[config.mk]
export PLATFORM = sky130hd
export DESIGN_NAME = div_seq
export DESIGN_NICKNAME = d
export VERILOG_FILES = /design/src/rtl/div_pkg.sv /design/src/rtl/div_step.sv /design/src/rtl/div_seq.sv
export SDC_FILE = /design/constraint.sdc
export NUM_CORES = 1
export LEC_CHECK = 0
export CORE_MARGIN = 5
export CORE_UTILIZATION = 23
export CTS_BUF_LIST = sky130_fd_sc_hd__clkbuf_4
export CTS_CLUSTER_DIAMETER = 40
export CTS_CLUSTER_SIZE = 30
export DETAILED_ROUTE_END_ITERATION = 10
export HOLD_SLACK_MARGIN = 0.06
export PLACE_DENSITY = 0.42
export SLEW_MARGIN = 20
export SYNTH_ARGS = -nofsm -noshare
export SYNTH_HDL_FRONTEND = slang
export SYNTH_SLANG_ARGS = --single-unit
[constraint.sdc]
create_clock -name clk -period 7.78 [get_ports clk]
set_input_delay 1.556 -clock clk [delete_from_list [all_inputs] [get_ports clk]]
set_output_delay 1.556 -clock clk [all_outputs]
set_load 0.02 [all_outputs]
[src/rtl/div_pkg.sv]
// Shared types and helpers for the sequential divider.
package div_pkg;

   typedef enum logic [1:0] {
      DIV  = 2'b00,
      DIVU = 2'b01,
      REM  = 2'b10,
      REMU = 2'b11
   } div_op_e;

   typedef enum logic [1:0] {
      IDLE,
      CALC,
      FIX,
      DONE
   } div_state_e;

   // DIV and REM interpret operands as two's complement.
   function automatic logic is_signed_op(input div_op_e op);
      return ~op[0];
   endfunction

   // REM and REMU return the remainder instead of the quotient.
   function automatic logic is_rem_op(input div_op_e op);
      return op[1];
   endfunction

endpackage

[src/rtl/div_step.sv]
// One restoring division iteration on magnitudes; purely combinational.
module div_step #(
   parameter int DATA_WIDTH = 32
) (
   input  logic [DATA_WIDTH-1:0] rem,
   input  logic [DATA_WIDTH-1:0] quo,
   input  logic [DATA_WIDTH-1:0] dabs,
   output logic [DATA_WIDTH-1:0] rem_next,
   output logic [DATA_WIDTH-1:0] quo_next
);

   logic [DATA_WIDTH:0] shifted;
   logic [DATA_WIDTH:0] trial;

   // The partial remainder is always below the divisor, so the shifted
   // value fits in W+1 bits and a non-negative trial fits back into W bits.
   assign shifted  = {rem, quo[DATA_WIDTH-1]};
   assign trial    = shifted - {1'b0, dabs};
   assign rem_next = trial[DATA_WIDTH] ? shifted[DATA_WIDTH-1:0] : trial[DATA_WIDTH-1:0];
   assign quo_next = {quo[DATA_WIDTH-2:0], ~trial[DATA_WIDTH]};

endmodule

[src/rtl/div_seq.sv]
// Iterative restoring divider (DIV/DIVU/REM/REMU) with valid/ready on both
// sides; divide-by-zero and signed overflow bypass the iteration.
module div_seq
   import div_pkg::*;
#(
   parameter int DATA_WIDTH = 32
) (
   input  logic                  clk,
   input  logic                  rst,
   input  logic                  in_valid,
   output logic                  in_ready,
   input  logic [DATA_WIDTH-1:0] dividend,
   input  logic [DATA_WIDTH-1:0] divisor,
   input  logic [1:0]            div_op,
   input  logic                  flush,
   output logic                  out_valid,
   input  logic                  out_ready,
   output logic [DATA_WIDTH-1:0] result
);

   localparam int CW = $clog2(DATA_WIDTH) + 1;

   div_state_e            state_reg, state_next;
   logic [CW-1:0]         count_reg;
   logic [DATA_WIDTH-1:0] rem_reg, quo_reg, dabs_reg, result_reg;
   logic                  neg_q_reg, neg_r_reg, rem_sel_reg, out_valid_reg;

   div_op_e               op_in;
   logic                  sgn_in, dvd_neg, dvs_neg, div_zero, ovf, special, accept;
   logic [DATA_WIDTH-1:0] dvd_abs, dvs_abs, special_res;
   logic [DATA_WIDTH-1:0] rem_step, quo_step, q_fix, r_fix;

   assign op_in    = div_op_e'(div_op);
   assign sgn_in   = is_signed_op(op_in);
   assign dvd_neg  = sgn_in & dividend[DATA_WIDTH-1];
   assign dvs_neg  = sgn_in & divisor[DATA_WIDTH-1];
   assign dvd_abs  = dvd_neg ? -dividend : dividend;
   assign dvs_abs  = dvs_neg ? -divisor : divisor;
   assign div_zero = (divisor == '0);
   assign ovf      = sgn_in && (dividend == {1'b1, {(DATA_WIDTH-1){1'b0}}}) && (divisor == '1);
   assign special  = div_zero | ovf;
   assign accept   = in_valid & in_ready & ~flush;

   // Results that are fixed by the operands alone and skip the iteration.
   always_comb begin
      special_res = '0;
      if (div_zero) begin
         special_res = is_rem_op(op_in) ? dividend : '1;
      end else if (ovf) begin
         special_res = is_rem_op(op_in) ? '0 : dividend;
      end
   end

   div_step #(.DATA_WIDTH(DATA_WIDTH)) u_step (
      .rem      (rem_reg),
      .quo      (quo_reg),
      .dabs     (dabs_reg),
      .rem_next (rem_step),
      .quo_next (quo_step)
   );

   assign q_fix = neg_q_reg ? -quo_reg : quo_reg;
   assign r_fix = neg_r_reg ? -rem_reg : rem_reg;

   // State register.
   always_ff @(posedge clk or posedge rst) begin
      if (rst) state_reg <= IDLE;
      else     state_reg <= state_next;
   end

   // Next-state decode; flush overrides every transition.
   always_comb begin
      state_next = state_reg;
      in_ready   = (state_reg == IDLE);
      if (flush) begin
         state_next = IDLE;
      end else begin
         case (state_reg)
            IDLE: if (accept) state_next = special ? DONE : CALC;
            CALC: if (count_reg == CW'(DATA_WIDTH-1)) state_next = FIX;
            FIX:  state_next = DONE;
            DONE: if (out_ready) state_next = IDLE;
            default: state_next = IDLE;
         endcase
      end
   end

   // Datapath: operand capture, iteration, sign fix-up and result hold.
   always_ff @(posedge clk or posedge rst) begin
      if (rst) begin
         count_reg     <= '0;
         rem_reg       <= '0;
         quo_reg       <= '0;
         dabs_reg      <= '0;
         result_reg    <= '0;
         neg_q_reg     <= 1'b0;
         neg_r_reg     <= 1'b0;
         rem_sel_reg   <= 1'b0;
         out_valid_reg <= 1'b0;
      end else begin
         out_valid_reg <= (state_next == DONE);
         if (flush) begin
            count_reg <= '0;
         end else begin
            case (state_reg)
               IDLE: if (accept) begin
                  rem_sel_reg <= is_rem_op(op_in);
                  neg_q_reg   <= dvd_neg ^ dvs_neg;
                  neg_r_reg   <= dvd_neg;
                  quo_reg     <= dvd_abs;
                  rem_reg     <= '0;
                  dabs_reg    <= dvs_abs;
                  count_reg   <= '0;
                  if (special) result_reg <= special_res;
               end
               CALC: begin
                  rem_reg   <= rem_step;
                  quo_reg   <= quo_step;
                  count_reg <= count_reg + 1'b1;
               end
               FIX: result_reg <= rem_sel_reg ? r_fix : q_fix;
               default: ;
            endcase
         end
      end
   end

   assign out_valid = out_valid_reg;
   assign result    = result_reg;

endmodule

==> impl_metrics.toml <==
[run_status]
status = "finished clean"

[floorplanning]
rows = 80
start_util = 0.233
core-area_sq_mm = 0.0478
die_area_sq_mm = 0.0529
die_w_um = 230
die_y_um = 230
io_pins = 105

[yosys]
synth_seq_area_share = 0.315
netlist_instances = 1413
synth_edf_count = 0
ys_ff_latch = 140
yosysWarnings = 0
synthDominantCellAreaShare = 0.315
synth-async-reset-ratio = 1.00
synthTopCellsByArea = "dfrtp_1 (31%), o21ai_0 (7.9%), xnor2_1 (6.1%)"
yosys.area.top_type = "dfrtp_1"
synth_ff_type = "dfrtp_1"
syn_avg_cell_area_sq_um = 7.88
synth_area_sq_mm = 0.0111
yosysMostFrequentCell = "o21ai_0"
synth_fp_nets = 1523
synth_common_cells = "o21ai_0 (175), nand2_1 (173), nor2_1 (146)"
synth_cell_types = 73

[critical_path]
arrival_ns = 4.96
slowest_stage = "or4_1"
path_cells = "clkdlybuf4s50_1 -> or4_1 -> nor4b_2 -> nand4b_1 -> nor3_2 -> o31ai_4 -> buf_4 -> mux2_1"
cp_data_required_time_ns = 8.24
worst_setup_path_start_kind = "input port"
end_kind = "flip-flop"
crit_family = "simple AND/OR/NAND/NOR gates"
cp_num_buf_inv = 2
worstSetupPathType = "input port to flip-flop"
max_stage_delay_ns = 0.64
crit_fanout = 57

[global_routing]
overflow = 0
grt_pass1_vias = 10000
grt_pass1_wl_mm = 59.6
grt_start_max_net_pins = 79
track_usage = 0.141
antenna_found_initial = 1

[cts]
cts_tree = "yes"
clock_path_buffers = 2
root_buffer = "clkbuf_4"
htree_levels = 4
cts.sink_count = 140
clk_pin_slew_ns = 0.11
cts-resized-gates = 0
cts-buffers-inserted = 17
cts-hold-fix-buffers = 0
clk_latency_ns = 0.59
cts_setup_buffers = 0

[timing]
worstMarginPinSlew_ns = 1.09
clock_skew_ns = 0.0279
hold_viol_final = 0
timing.fmax_mhz = 223
slew_violations = 0
setup_tns_ns = 0
hold_slack_ns = 0.490
worst_slack_ns = 3.29
post-route-period-util = 0.577
final-setup-viol-count = 0
rsz0062_at_grt = "no"
finalCriticalPeriod_ns = 4.49
max_slew_margin = 0.265

[finish]
final_layout_size_suffix_gt1_frac = 0.0533
fin_util = 0.274
fin_area_sq_mm = 0.0131
area_growth_pct = 17.7
finish.net_count = 1579
fillCellCount = 5228

[drt]
drt_iter0_markers = 661
num_vias = 10300
drc_errors = 0
routed_via_density = 4.90
dr.pass1.iters = 5
drt_wl_total_mm = 37.9
antenna_left = 0
drt-wirelength-per-cell_um = 18.1

[pwr]
power_density_mw_per_mm2 = 170
pwr-share-clk = 0.281
max-vdd-ir-drop_uv = 69.9
p_leak_uw = 0.00518
p_seq_frac = 0.400
power.share.switching = 0.367
pwr-share-comb = 0.319
p_switching_uw = 818
intPower_uw = 1410

[place]
routabilityCongestion = 0.847
hpwl_mm = 28.6
port_buffers = 104
pre_cts_ws_ns = 2.69
placed_area_sq_mm = 0.0127

[run]
maxCapViolations = 0

[worst_hold_path]
hp-class = "flip-flop to flip-flop"
## stage by stage
step,std cells,total power (uW)
4_1_cts,2097,2260
5_1_grt,2098,2380
2_1_floorplan,1413,1390
3_3_place_gp,2065,1620
3_5_place_dp,2065,1620
6_report,2099,2230
## kinds of logic (layout without fill, tap and decap cells)
family                     Yosys count  count (layout)  share of synthesized area
DFF                                140             140                      0.315
adders and majority gates           39              39                     0.0445
and+or+nand+nor                    481             481                      0.203
AOI/OAI and AO/OA                  436             436                      0.239
buffers and inverters              132             201                     0.0485
muxes                               40              40                     0.0368
other                                0               2                          0
xor gates and xnor gates           145             145                      0.114
## worst register-to-register path, stage by stage, from the launching register on
cell	delay, ns
dfrtp_1	0.42
inv_1	0.13
ha_1	0.24
fa_1	0.40
nand2b_1	0.18
a21o_1	0.20
a211o_1	0.30
and3_1	0.25
o21ai_0	0.24
and3_1	0.18
buf_4	0.40
nand2_1	0.26
o21ai_0	0.23
## worst paths after layout
check / start / to / slack (ns) / cells after the start
worst min-delay path: dabs_reg[16] / dabs_reg[16] / 0.49 / 2
worst min register to register: dabs_reg[16] / dabs_reg[16] / 0.49 / 2
max in group asynchronous: rst / rem_sel_reg / 4.86 / 3
worst max register to register: quo_reg[31] / rem_reg[28] / 4.24 / 12
worst max-delay path: divisor[12] / result[8] / 3.29 / 8
min in group asynchronous: rst / rem_reg[5] / 1.49 / 2
## layout make-up
cell class | count | area [sq um] | share of cell area
multi-input combinational | 1141 | 7130 | 0.544
timing repair buffer | 118 | 1150 | 0.0874
tap | 615 | 769 | 0.0587
antenna | 2 | 5.00 | 0.000382
sequential | 140 | 3500 | 0.267
clock buffer | 19 | 143 | 0.0109
inverter | 51 | 196 | 0.0150
clock inverter | 13 | 221 | 0.0169
## power by group through the flow
stage               logic [uW]  clock network (uW)  registers, uW
floorplan                  525                   0            864
global placement           713                   0            904
detailed placement         715                   0            906
CTS                        717                 649            891
global route               803                 673            906
finish                     712                 627            892
## placed cells by master (no fill, tap or decap), types with 5 or more instances in the layout
cell type / instances
o21ai_0: 175
nand2_1: 173
nor2_1: 145
dfrtp_1: 139
clkdlybuf4s50_1: 104
a21oi_1: 99
xnor2_1: 78
xor2_1: 67
inv_1: 50
ha_1: 38
mux2i_1: 32
o31ai_1: 29
nor3_1: 27
o21ai_1: 22
or3_1: 21
clkbuf_4: 19
o41ai_1: 18
nand4_1: 17
o211ai_1: 17
buf_4: 14
a21o_1: 13
nor4_1: 12
nand2b_1: 12
nand3_1: 12
or4_1: 11
nor2b_1: 10
a31oi_1: 8
a32oi_1: 7
o22a_1: 7
and3_1: 6
bufinv_16: 6
or4_4: 5
or2_2: 5
a211oi_1: 5
mux2_2: 5
a211o_1: 5
## metal layers
metal | GRT usage | up-vias | part of all wire
met5 | 0 | - | 0
met3 | 0.0276 | 29 | 0.048
met2 | 0.215 | 244 | 0.43
met1 | 0.207 | 4879 | 0.51
met4 | 0.0303 | 0 | 0.015
li1 | - | 5141 | -
(Power assumes the default switching activity.)
